===== src/rtl/exu_bju_pipe_if.sv =====
// Signal bundle for the EX branch/jump unit: EX offer, shared-calculator request, writeback result.
// The slave modport is the unit's view; the master modport is the surrounding pipeline's view.
interface exu_bju_pipe_if #(
    parameter int XLEN = 32
);
    logic            hs_ex4bj_val;
    logic            hs_bj4ex_rdy;
    logic [7:0]      i_op;
    logic [XLEN-1:0] i_opn1;
    logic [XLEN-1:0] i_opn2;
    logic [XLEN-1:0] i_imm;
    logic [XLEN-1:0] i_pc;
    logic            i_pred_taken;
    logic [XLEN-1:0] i_pred_pc;
    logic            i_flush;
    logic            hs_al4cal_val;
    logic            hs_cal4al_rdy;
    logic [XLEN-1:0] o_cal_opn1;
    logic [XLEN-1:0] o_cal_opn2;
    logic [XLEN-1:0] i_cal_res;
    logic            hs_bj4wb_val;
    logic            hs_wb4bj_rdy;
    logic [XLEN-1:0] o_res;
    logic            o_taken;
    logic            o_setpc;
    logic [XLEN-1:0] o_newpc;
    logic            o_misalign;

    modport slave (
        input  hs_ex4bj_val, i_op, i_opn1, i_opn2, i_imm, i_pc, i_pred_taken, i_pred_pc,
               i_flush, hs_cal4al_rdy, i_cal_res, hs_wb4bj_rdy,
        output hs_bj4ex_rdy, hs_al4cal_val, o_cal_opn1, o_cal_opn2, hs_bj4wb_val,
               o_res, o_taken, o_setpc, o_newpc, o_misalign
    );

    modport master (
        output hs_ex4bj_val, i_op, i_opn1, i_opn2, i_imm, i_pc, i_pred_taken, i_pred_pc,
               i_flush, hs_cal4al_rdy, i_cal_res, hs_wb4bj_rdy,
        input  hs_bj4ex_rdy, hs_al4cal_val, o_cal_opn1, o_cal_opn2, hs_bj4wb_val,
               o_res, o_taken, o_setpc, o_newpc, o_misalign
    );
endinterface


===== src/rtl/exu_bju_pipe.sv =====
// Multi-cycle branch/jump resolution unit: IDLE -> CALQ (compare, target via shared adder) -> RESP.
// Optional macro CIRNO_BJU_MISALIGN_EN adds a target alignment check that suppresses the redirect.
module exu_bju_pipe #(
    parameter int XLEN   = 32,
    parameter int PC_INC = 4
) (
    input  logic                clk,
    input  logic                rst_n,
    exu_bju_pipe_if.slave       bus,
    output logic [1:0]          dbg_state_o
);
    // Handshakes: a transfer happens on a rising clk edge where val and rdy are both 1;
    // once val is raised, the offering side holds val and its payload stable until that edge.
    typedef enum logic [1:0] {
        IDLE = 2'd0,
        CALQ = 2'd1,
        RESP = 2'd2
    } state_e;

    state_e          state_q, state_d;
    logic [7:0]      op_q, op_d;
    logic [XLEN-1:0] opn1_q, opn1_d;
    logic [XLEN-1:0] opn2_q, opn2_d;
    logic [XLEN-1:0] imm_q, imm_d;
    logic [XLEN-1:0] pc_q, pc_d;
    logic            pred_taken_q, pred_taken_d;
    logic [XLEN-1:0] pred_pc_q, pred_pc_d;
    logic [XLEN-1:0] res_q, res_d;
    logic            taken_q, taken_d;
    logic            setpc_q, setpc_d;
    logic [XLEN-1:0] newpc_q, newpc_d;
    logic            misalign_q, misalign_d;

    logic [7:0]      sel;
    logic            is_uns;
    logic            is_jmp;
    logic [XLEN:0]   ext1, ext2, diff;
    logic            eq, lt;
    logic            cond_taken;
    logic [XLEN-1:0] pc_link;
    logic [XLEN-1:0] target;
    logic            mis;
    logic            cal_val;

    // Lowest set bit of the op wins, so multi-hot ops resolve deterministically.
    assign sel    = op_q & (~op_q + 8'd1);
    assign is_uns = sel[4] | sel[5];
    assign is_jmp = sel[6] | sel[7];
    assign ext1   = {(is_uns ? 1'b0 : opn1_q[XLEN-1]), opn1_q};
    assign ext2   = {(is_uns ? 1'b0 : opn2_q[XLEN-1]), opn2_q};
    assign diff   = ext1 - ext2;
    assign lt     = diff[XLEN];
    assign eq     = (opn1_q == opn2_q);
    assign cond_taken = (sel[0] & eq) | (sel[1] & ~eq) | (sel[2] & lt) | (sel[3] & ~lt)
                      | (sel[4] & lt) | (sel[5] & ~lt) | is_jmp;

    assign pc_link = pc_q + XLEN'(PC_INC);
    assign target  = bus.i_cal_res & ~{{(XLEN-1){1'b0}}, sel[7]};

`ifdef CIRNO_BJU_MISALIGN_EN
    assign mis = (target[1:0] != 2'b00);
`else
    assign mis = 1'b0;
`endif

    always_comb begin
        state_d      = state_q;
        op_d         = op_q;
        opn1_d       = opn1_q;
        opn2_d       = opn2_q;
        imm_d        = imm_q;
        pc_d         = pc_q;
        pred_taken_d = pred_taken_q;
        pred_pc_d    = pred_pc_q;
        res_d        = res_q;
        taken_d      = taken_q;
        setpc_d      = setpc_q;
        newpc_d      = newpc_q;
        misalign_d   = misalign_q;
        cal_val      = 1'b0;

        unique case (state_q)
            IDLE: begin
                if (!bus.i_flush && bus.hs_ex4bj_val) begin
                    op_d         = bus.i_op;
                    opn1_d       = bus.i_opn1;
                    opn2_d       = bus.i_opn2;
                    imm_d        = bus.i_imm;
                    pc_d         = bus.i_pc;
                    pred_taken_d = bus.i_pred_taken;
                    pred_pc_d    = bus.i_pred_pc;
                    state_d      = CALQ;
                end
            end
            CALQ: begin
                if (bus.i_flush) begin
                    state_d = IDLE;
                end else if (!cond_taken) begin
                    res_d      = '0;
                    taken_d    = 1'b0;
                    setpc_d    = pred_taken_q;
                    newpc_d    = pc_link;
                    misalign_d = 1'b0;
                    state_d    = RESP;
                end else begin
                    cal_val = 1'b1;
                    if (bus.hs_cal4al_rdy) begin
                        res_d      = is_jmp ? pc_link : '0;
                        taken_d    = 1'b1;
                        setpc_d    = (~pred_taken_q | (target != pred_pc_q)) & ~mis;
                        newpc_d    = target;
                        misalign_d = mis;
                        state_d    = RESP;
                    end
                end
            end
            RESP: begin
                if (bus.i_flush || bus.hs_wb4bj_rdy) begin
                    state_d = IDLE;
                end
            end
            default: state_d = IDLE;
        endcase
    end

    always_ff @(posedge clk or negedge rst_n) begin
        if (!rst_n) begin
            state_q      <= IDLE;
            op_q         <= '0;
            opn1_q       <= '0;
            opn2_q       <= '0;
            imm_q        <= '0;
            pc_q         <= '0;
            pred_taken_q <= 1'b0;
            pred_pc_q    <= '0;
            res_q        <= '0;
            taken_q      <= 1'b0;
            setpc_q      <= 1'b0;
            newpc_q      <= '0;
            misalign_q   <= 1'b0;
        end else begin
            state_q      <= state_d;
            op_q         <= op_d;
            opn1_q       <= opn1_d;
            opn2_q       <= opn2_d;
            imm_q        <= imm_d;
            pc_q         <= pc_d;
            pred_taken_q <= pred_taken_d;
            pred_pc_q    <= pred_pc_d;
            res_q        <= res_d;
            taken_q      <= taken_d;
            setpc_q      <= setpc_d;
            newpc_q      <= newpc_d;
            misalign_q   <= misalign_d;
        end
    end

    // Adder operands are driven only while requesting, so the bus idles at zero.
    assign bus.hs_bj4ex_rdy  = (state_q == IDLE) & ~bus.i_flush;
    assign bus.hs_al4cal_val = cal_val;
    assign bus.o_cal_opn1    = cal_val ? (sel[7] ? opn1_q : pc_q) : '0;
    assign bus.o_cal_opn2    = cal_val ? imm_q : '0;
    assign bus.hs_bj4wb_val  = (state_q == RESP);
    assign bus.o_res         = res_q;
    assign bus.o_taken       = taken_q;
    assign bus.o_setpc       = setpc_q;
    assign bus.o_newpc       = newpc_q;
    assign bus.o_misalign    = misalign_q & (state_q == RESP);
    assign dbg_state_o       = state_q;
endmodule


===== src/flat_wrapper.sv =====
// flat-port wrapper written by rule: the top's interface ports become plain ports
module exu_bju_pipe_flat 
#(
    parameter int XLEN   = 32,
    parameter int PC_INC = 4
)
  (clk, rst_n, dbg_state_o, bus_hs_ex4bj_val, bus_i_op, bus_i_opn1, bus_i_opn2, bus_i_imm, bus_i_pc, bus_i_pred_taken, bus_i_pred_pc, bus_i_flush, bus_hs_cal4al_rdy, bus_i_cal_res, bus_hs_wb4bj_rdy, bus_hs_bj4ex_rdy, bus_hs_al4cal_val, bus_o_cal_opn1, bus_o_cal_opn2, bus_hs_bj4wb_val, bus_o_res, bus_o_taken, bus_o_setpc, bus_o_newpc, bus_o_misalign);
  exu_bju_pipe_if #(.XLEN(XLEN)) bus_i ();
  input  logic clk;
  input  logic rst_n;
  output logic [1:0] dbg_state_o;
  input wire logic [$bits(bus_i.hs_ex4bj_val)-1:0] bus_hs_ex4bj_val;
  input wire logic [$bits(bus_i.i_op)-1:0] bus_i_op;
  input wire logic [$bits(bus_i.i_opn1)-1:0] bus_i_opn1;
  input wire logic [$bits(bus_i.i_opn2)-1:0] bus_i_opn2;
  input wire logic [$bits(bus_i.i_imm)-1:0] bus_i_imm;
  input wire logic [$bits(bus_i.i_pc)-1:0] bus_i_pc;
  input wire logic [$bits(bus_i.i_pred_taken)-1:0] bus_i_pred_taken;
  input wire logic [$bits(bus_i.i_pred_pc)-1:0] bus_i_pred_pc;
  input wire logic [$bits(bus_i.i_flush)-1:0] bus_i_flush;
  input wire logic [$bits(bus_i.hs_cal4al_rdy)-1:0] bus_hs_cal4al_rdy;
  input wire logic [$bits(bus_i.i_cal_res)-1:0] bus_i_cal_res;
  input wire logic [$bits(bus_i.hs_wb4bj_rdy)-1:0] bus_hs_wb4bj_rdy;
  output wire logic [$bits(bus_i.hs_bj4ex_rdy)-1:0] bus_hs_bj4ex_rdy;
  output wire logic [$bits(bus_i.hs_al4cal_val)-1:0] bus_hs_al4cal_val;
  output wire logic [$bits(bus_i.o_cal_opn1)-1:0] bus_o_cal_opn1;
  output wire logic [$bits(bus_i.o_cal_opn2)-1:0] bus_o_cal_opn2;
  output wire logic [$bits(bus_i.hs_bj4wb_val)-1:0] bus_hs_bj4wb_val;
  output wire logic [$bits(bus_i.o_res)-1:0] bus_o_res;
  output wire logic [$bits(bus_i.o_taken)-1:0] bus_o_taken;
  output wire logic [$bits(bus_i.o_setpc)-1:0] bus_o_setpc;
  output wire logic [$bits(bus_i.o_newpc)-1:0] bus_o_newpc;
  output wire logic [$bits(bus_i.o_misalign)-1:0] bus_o_misalign;
  assign bus_i.hs_ex4bj_val = bus_hs_ex4bj_val;
  assign bus_i.i_op = bus_i_op;
  assign bus_i.i_opn1 = bus_i_opn1;
  assign bus_i.i_opn2 = bus_i_opn2;
  assign bus_i.i_imm = bus_i_imm;
  assign bus_i.i_pc = bus_i_pc;
  assign bus_i.i_pred_taken = bus_i_pred_taken;
  assign bus_i.i_pred_pc = bus_i_pred_pc;
  assign bus_i.i_flush = bus_i_flush;
  assign bus_i.hs_cal4al_rdy = bus_hs_cal4al_rdy;
  assign bus_i.i_cal_res = bus_i_cal_res;
  assign bus_i.hs_wb4bj_rdy = bus_hs_wb4bj_rdy;
  assign bus_hs_bj4ex_rdy = bus_i.hs_bj4ex_rdy;
  assign bus_hs_al4cal_val = bus_i.hs_al4cal_val;
  assign bus_o_cal_opn1 = bus_i.o_cal_opn1;
  assign bus_o_cal_opn2 = bus_i.o_cal_opn2;
  assign bus_hs_bj4wb_val = bus_i.hs_bj4wb_val;
  assign bus_o_res = bus_i.o_res;
  assign bus_o_taken = bus_i.o_taken;
  assign bus_o_setpc = bus_i.o_setpc;
  assign bus_o_newpc = bus_i.o_newpc;
  assign bus_o_misalign = bus_i.o_misalign;
  exu_bju_pipe #(.XLEN(XLEN), .PC_INC(PC_INC)) u_core (.clk(clk), .rst_n(rst_n), .bus(bus_i), .dbg_state_o(dbg_state_o));
endmodule

===== config.mk =====
export PLATFORM = sky130hd
export DESIGN_NAME = exu_bju_pipe_flat
export DESIGN_NICKNAME = d
export VERILOG_FILES = /design/src/rtl/exu_bju_pipe_if.sv /design/src/rtl/exu_bju_pipe.sv /design/src/flat_wrapper.sv
export SDC_FILE = /design/constraint.sdc
export NUM_CORES = 1
export LEC_CHECK = 0
export BUFFER_PORTS_ARGS = -buffer_cell sky130_fd_sc_hd__buf_2
export CORE_AREA = 5 5 168 170
export DETAILED_ROUTE_END_ITERATION = 8
export DIE_AREA = 0 0 173 175
export PLACE_DENSITY = 0.75
export SYNTH_ARGS = -nofsm -noshare
export SYNTH_HDL_FRONTEND = slang
export SYNTH_SLANG_ARGS = --single-unit

===== constraint.sdc =====
create_clock -name clk -period 3.1 [get_ports clk]
set_input_delay 0.465 -clock clk [delete_from_list [all_inputs] [get_ports clk]]
set_output_delay 0.465 -clock clk [all_outputs]
set_load 0.01 [all_outputs]

==> metrics.cfg, run 1 <==
[status]
status = finished, violations left
violations = setup timing

[power_and_ir_drop]
p_per_area_nw_per_um2 = 751
p_total_mw = 12.3
ir_worst_vdd_mv = 0.468
p_leak_nw = 7.91

[finish]
drive_gt1_frac = 0.491
syn2layout_area_growth_pct = 39.6
fillers = 2146
nets = 1767
fin_cells = 1887

[sta]
finalHoldViolCount = 0
worst_pin_slew_ps = 680
post-route-min-period_ps = 3870
rsz0062_at_grt = true
slew_viol_final = 0
period_share = 1.25
skew_ps = 19.6
setup_viol = 132
slew_headroom = 0.546
fmax_mhz = 259
setup_slack_ps = -766
worst_hold_slack_ps = 108

[drt]
drtPass1Iterations = 4
drc = 0
detail_route.iter0.violations = 648
routed_via_density = 5.37
ant_nets = 0
post_drt_wl_per_cell_um = 20.4
routed_wirelength_um = 38400
via_count = 10130

[synth]
synth_nets = 1327
yosys.area.top_type = dfrtp_1
syn-instance-count = 1087
synth-seq-area-share = 0.506
netlist.area_leader.share = 0.506
synth_edf_count = 0
yosysWarnings = 0
synth_cell_types = 49
synth_flop_cell = dfrtp_1
ys_seq_elements = 237
avgSynthCellArea_sq_um = 10.8
syn_area_sq_um = 11700
synth.top_cells.by_area = dfrtp_1 51%, mux2_2 15%, nand2_1 3.9%, ha_1 3.5%, xor2_1 3.3%
async_flop_share = 1.00

[clock_tree]
cts_sinks = 237
cts_buffers = 27
clk_latency_ps = 540
root_buffer = clkbuf_16
htreeDepth = 1
cts.path.max_buffers = 3
cts.clk_slew.worst_paths_ps = 60
cts_tree = built

[die]
die_area_sq_um = 30300
coreArea_sq_um = 26600
ios = 343
start_util = 0.441
die_w_um = 173
die_y_um = 175
rows = 60

[critical_path]
crit_path_max_fanout = 8
end_kind = primary output
criticalPathCategory = flip-flop to primary output
worst_ep_required_time_ps = 2630
cp.arrival_ps = 3400
crit_path_start_kind = flip-flop

[global_route]
grt_pass1_wl_um = 59700
grt_use_total = 0.245
grt_pass1_vias = 10735
antenna_found_initial = 3
grt-ovfl-total = 0
grt_max_degree = 86

[placement]
gp_congestion = 0.855
port_buffers = 341
dp_cells = 1797
dp_hpwl_um = 27400

[min_path]
hold_path_class = input port to flip-flop

[run]
cap_violations = 0

## routing by layer
metal / share of wire / vias up / GRT usage
met1: 0.43 / 5071 / 0.325
met3: 0.058 / 63 / 0.0493
met4: 0.025 / 2 / 0.0602
li1: - / 4645 / -
met5: 0.00029 / - / 0
met2: 0.49 / 349 / 0.416
## power by group
part           internal, mW  leakage, nW  total, mW  switching [mW]
combinational          2.37         4.58       4.53            2.16
clock                  1.89        0.434       3.17            1.28
sequential             3.93         2.89       4.60           0.666
total                  8.19         7.91       12.3            4.11
## sequential cells by signal, summed over array words and instances (netlist names)
name,count
u_core.opn1_q,32
u_core.bus.o_setpc,1
u_core.pred_pc_q,32
u_core.op_q,8
u_core.bus.o_taken,1
u_core.bus.o_res,32
u_core.pc_q,32
u_core.imm_q,32
u_core.opn2_q,32
u_core.pred_taken_q,1
u_core.bus.o_newpc,32
u_core.dbg_state_o,2
## path summary, 6_finish.rpt
path	start	endpoint	slack (ps)	depth (start not counted)
max	u_core.opn1_q[23]	bus_o_cal_opn2[3]	-770	12
min in group asynchronous	rst_n	u_core.opn1_q[9]	540	2
max reg2reg	u_core.opn1_q[23]	u_core.bus.o_setpc	-430	15
min reg2reg	u_core.bus.o_res[29]	u_core.bus.o_res[29]	490	1
max in group asynchronous	rst_n	u_core.pred_pc_q[18]	1770	3
min	bus_hs_wb4bj_rdy	u_core.dbg_state_o[1]	110	2
## layout make-up
cell class | instances | area [sq um] | share of cell area
tap | 341 | 427 | 0.0261
antenna | 2 | 5.00 | 0.000306
clock inverter | 7 | 75.1 | 0.00459
timing repair buffer | 470 | 3160 | 0.193
inverter | 50 | 200 | 0.0122
multi-input combinational | 738 | 5730 | 0.350
sequential | 237 | 5930 | 0.362
timing repair inverter | 3 | 33.8 | 0.00206
clock buffer | 39 | 811 | 0.0495
## stage by stage
stage | cell area [sq um] | utilization | setup slack (ps) | TNS (ps)
6_report | 16400 | 0.616 | -766 | -69610
5_1_grt | 16400 | 0.616 | -927 | -89460
4_1_cts | 16200 | 0.608 | -752 | -65120
3_5_place_dp | 14500 | 0.546 | -238 | -20850
3_3_place_gp | 14500 | 0.546 | -156 | -12080
2_1_floorplan | 11900 | - | -82.6 | -2230
## cell families after synthesis
kind of cell,share of synthesized area
buffers and inverters,0.0399
other,0.000320
DFF,0.506
and+or+nand+nor,0.138
AOI/OAI and AO/OA,0.0803
xor gates and xnor gates,0.0456
muxes,0.155
adders and majority gates,0.0352
## cell usage after synthesis, types with 4 or more instances
cell,count
and2_1,34
nor3b_1,24
clkbuf_1,43
a221oi_1,4
ha_1,33
nand4_1,17
nand2_1,121
nand3_1,22
and3_1,6
o21ai_0,44
mux2_2,154
buf_1,5
inv_1,49
xnor2_1,17
mux2_1,5
nor3_1,11
nor2_1,82
a21oi_1,49
nor4_1,9
buf_2,8
a221o_1,30
xor2_1,44
dfrtp_1,237
buf_6,4
## critical path, cell delays in order (launching register included)
cell	delay (ps)
dfrtp_1	410
ha_4	260
nand4_1	160
nor3_2	80
a221o_1	350
o31a_1	300
a211oi_2	310
mux2i_4	300
nand2b_4	190
buf_12	150
inv_6	60
and2_4	150
buf_2	130
## what timing repair did
action,CTS,global route
hold buffers,1,0
resized for setup,71,25
hold endpoints to repair,79,0
setup buffers,25,6
pin swaps,14,7
cloned,10,2
setup endpoints to repair,130,133
## layout by cell type, fill, tap and decap left out, drive strengths merged, types with 2 or more instances in the layout
cell	instances
clkinv	2
clkbuf	41
o21ai	45
nor3	12
mux2	159
and3	6
a211oi	3
ha	33
and2	34
buf	466
nor3b	24
a221o	30
diode	2
nand3	22
inv	55
a221oi	4
clkinvlp	2
a21o	3
nand4	17
xnor2	17
o31ai	2
xor2	44
nand2b	2
o41ai	2
nand2	121
a21oi	49
nor2b	3
nor2	82
o21a	2
dfrtp	237
nor4	10
mux2i	2
(Power assumes the default switching activity.)
==> inputs of run 2 (changes only) <==
--- a/config.mk
+++ b/config.mk
@@ -13,3 +13,4 @@
 export SYNTH_ARGS = -nofsm -noshare
 export SYNTH_HDL_FRONTEND = slang
 export SYNTH_SLANG_ARGS = --single-unit
+export TNS_END_PERCENT = 20
==> metrics.cfg, run 2 (synthesis results as in run 1) <==
[run]
cap_violations = 0  ; unchanged

[critical_path]
cp.arrival_ps = 3410  ; was 3400 ps
r2r_start = u_core.opn2_q[23]  ; was u_core.opn1_q[23]
regToRegSetupSlack_ps = -230  ; was -430 ps
crit_path_start_kind = flip-flop  ; unchanged
reg2reg_to = u_core.bus.o_newpc[11]  ; was u_core.bus.o_setpc
slowest_stage = dfrtp_1  ; unchanged
crit_buf_inv = 3  ; unchanged
end_kind = primary output  ; unchanged
crit_path_max_fanout = 33  ; was 8
worst_ep_required_time_ps = 2630  ; about the same
cpPeakStageDelay_ps = 360  ; was 410 ps
path_cells = inv_1, ha_4, nand4_1, nor3_2, a221o_1, o31a_1, a211oi_2, mux2i_4, nand2b_4, inv_12, and2_1, buf_2  ; was ha_4, nand4_1, nor3_2, a221o_1, o31a_1, a211oi_2, mux2i_4, nand2b_4, buf_12, inv_6, and2_4, buf_2
crit_family = compound AO/OA/AOI/OAI gates  ; unchanged
r2r_cells = 12  ; was 15
criticalPathCategory = flip-flop to primary output  ; unchanged

[finish]
seqCellArea_sq_um = 5930  ; unchanged
drive_gt1_frac = 0.476  ; was 0.491
utilization = 0.601  ; was 0.616
final_common_cell = buf_2  ; unchanged
fillers = 2162  ; was 2146
fin_cells = 1851  ; was 1887
layout_common_cells = 320 x buf_2, 237 x dfrtp_1, 154 x mux2_2, 121 x nand2_1, 82 x nor2_1  ; was 331 x buf_2, 237 x dfrtp_1, 154 x mux2_2, 121 x nand2_1, 94 x buf_4
nets = 1727  ; was 1767
syn2layout_area_growth_pct = 36.3  ; was 39.6%
multi_input_area_sq_um = 5710  ; was 5730 sq um

[die]
die_y_um = 175  ; unchanged
ios = 343  ; unchanged
die_w_um = 173  ; unchanged
die_area_sq_um = 30300  ; unchanged
coreArea_sq_um = 26600  ; unchanged
start_util = 0.441  ; unchanged
rows = 60  ; unchanged

[drt]
detail_route.iter0.violations = 608  ; was 648
drc = 0  ; unchanged
ant_nets = 0  ; unchanged
post_drt_wl_per_cell_um = 19.9  ; was 20.4 um
drtPass1Iterations = 5  ; was 4
routed_wirelength_um = 36800  ; was 38400 um
routed_via_density = 5.30  ; was 5.37
via_count = 9812  ; was 10130

[sta]
finalHoldViolCount = 0  ; unchanged
setup_slack_ps = -779  ; was -766 ps
worst_pin_slew_ps = 869  ; was 680 ps
period_share = 1.25  ; about the same
post-route-min-period_ps = 3880  ; was 3870 ps
rsz0062_at_grt = true  ; unchanged
fmax_mhz = 258  ; was 259 MHz
setup_viol = 130  ; was 132
slew_headroom = 0.419  ; was 0.546
skew_ps = 10.1  ; was 19.6 ps
slew_viol_final = 0  ; unchanged

[min_path]
hold_path_end = u_core.dbg_state_o[1]  ; unchanged
min_from = bus_hs_wb4bj_rdy  ; unchanged
whs_path_depth = 2  ; unchanged
hold_path_class = input port to flip-flop  ; unchanged

[clock_tree]
cts_sinks = 237  ; unchanged
cts_tree = built  ; unchanged
cts_buffers = 28  ; was 27
htreeDepth = 1  ; unchanged
clk_latency_ps = 530  ; was 540 ps
cts.path.max_buffers = 3  ; unchanged
cts.clk_slew.worst_paths_ps = 60  ; about the same
root_buffer = clkbuf_16  ; unchanged

[placement]
dp_cells = 1789  ; was 1797
port_buffers = 341  ; unchanged
gp_congestion = 0.881  ; was 0.855
dp_hpwl_um = 26800  ; was 27400 um
pre_cts_ws_ps = -270  ; was -238 ps

[global_route]
grt_pass1_vias = 10328  ; was 10735
grt-ovfl-total = 0  ; unchanged
grt_max_degree = 115  ; was 86
grt_pass1_wl_um = 56800  ; was 59700 um
antenna_found_initial = 3  ; unchanged
grt_use_total = 0.231  ; was 0.245

[status]
status = finished, violations left  ; unchanged
violations = setup timing  ; unchanged

[power_and_ir_drop]
p_per_area_nw_per_um2 = 759  ; was 751 nW/um^2
p_leak_nw = 7.65  ; was 7.91 nW
ir_worst_vdd_mv = 0.351  ; was 0.468 mV

==> run 2: through the flow <==
stage / instance area (sq um) / power (mW) / TNS (ps) / hold slack, ps
after floorplan: 11900 / 6.60 / -2440 / 169
after global placement: 14400 / 8.09 / -22880 / 287
after detailed placement: 14400 / 8.20 / -22860 / 288
after CTS: 15600 / 12.0 / -57420 / 87.8
after global routing: 16000 / 12.8 / -78490 / 113
final: 16000 / 12.1 / -57990 / 117
==> run 2: repair_timing <==
item	CTS	global route
gates cloned	1	1
setup buffers	3	4
resized for setup	12	61
endpoints found under the hold margin	12	0
pin swaps	5	5
hold buffers	1	0
endpoints found under the setup margin	131	133
==> run 2: cell type report <==
| type | count | share of cell area |
|---|---|---|
| flip-flops and latches | 237 | 0.371 |
| multi-input cells | 738 | 0.358 |
| repair buffers | 432 | 0.167 |
| clock buffers | 35 | 0.0487 |
| well taps | 341 | 0.0267 |
| clock inverters | 17 | 0.0163 |
| inverters | 50 | 0.0125 |
| diodes | 1 | 0.000157 |
==> run 2: where the power goes <==
| part | internal (mW) | switching, mW | total, mW |
|---|---|---|---|
| clock | 2.29 | 1.36 | 3.65 |
| sequential | 3.93 | 0.643 | 4.57 |
| combinational | 1.92 | 1.99 | 3.91 |
==> run 2: how the worst max path moves through the flow <==
stage	start	to	slack (ps)	cells after the start
after global routing	u_core.opn2_q[5]	bus_o_cal_opn2[1]	-940	12
final	u_core.opn2_q[23]	bus_o_cal_opn2[1]	-780	12
after floorplan	u_core.opn1_q[5]	bus_o_cal_opn2[22]	-80	12
after global placement	u_core.opn2_q[31]	u_core.bus.o_newpc[26]	-240	13
after detailed placement	u_core.opn1_q[5]	u_core.bus.o_newpc[25]	-270	11
after CTS	u_core.opn2_q[31]	bus_o_cal_opn2[31]	-760	12
==> run 2: routing by layer <==
metal / share of wire / global-route usage
met5: 0.00092 / 0
met4: 0.021 / 0.0562
met3: 0.070 / 0.0515
met2: 0.49 / 0.390
met1: 0.42 / 0.304
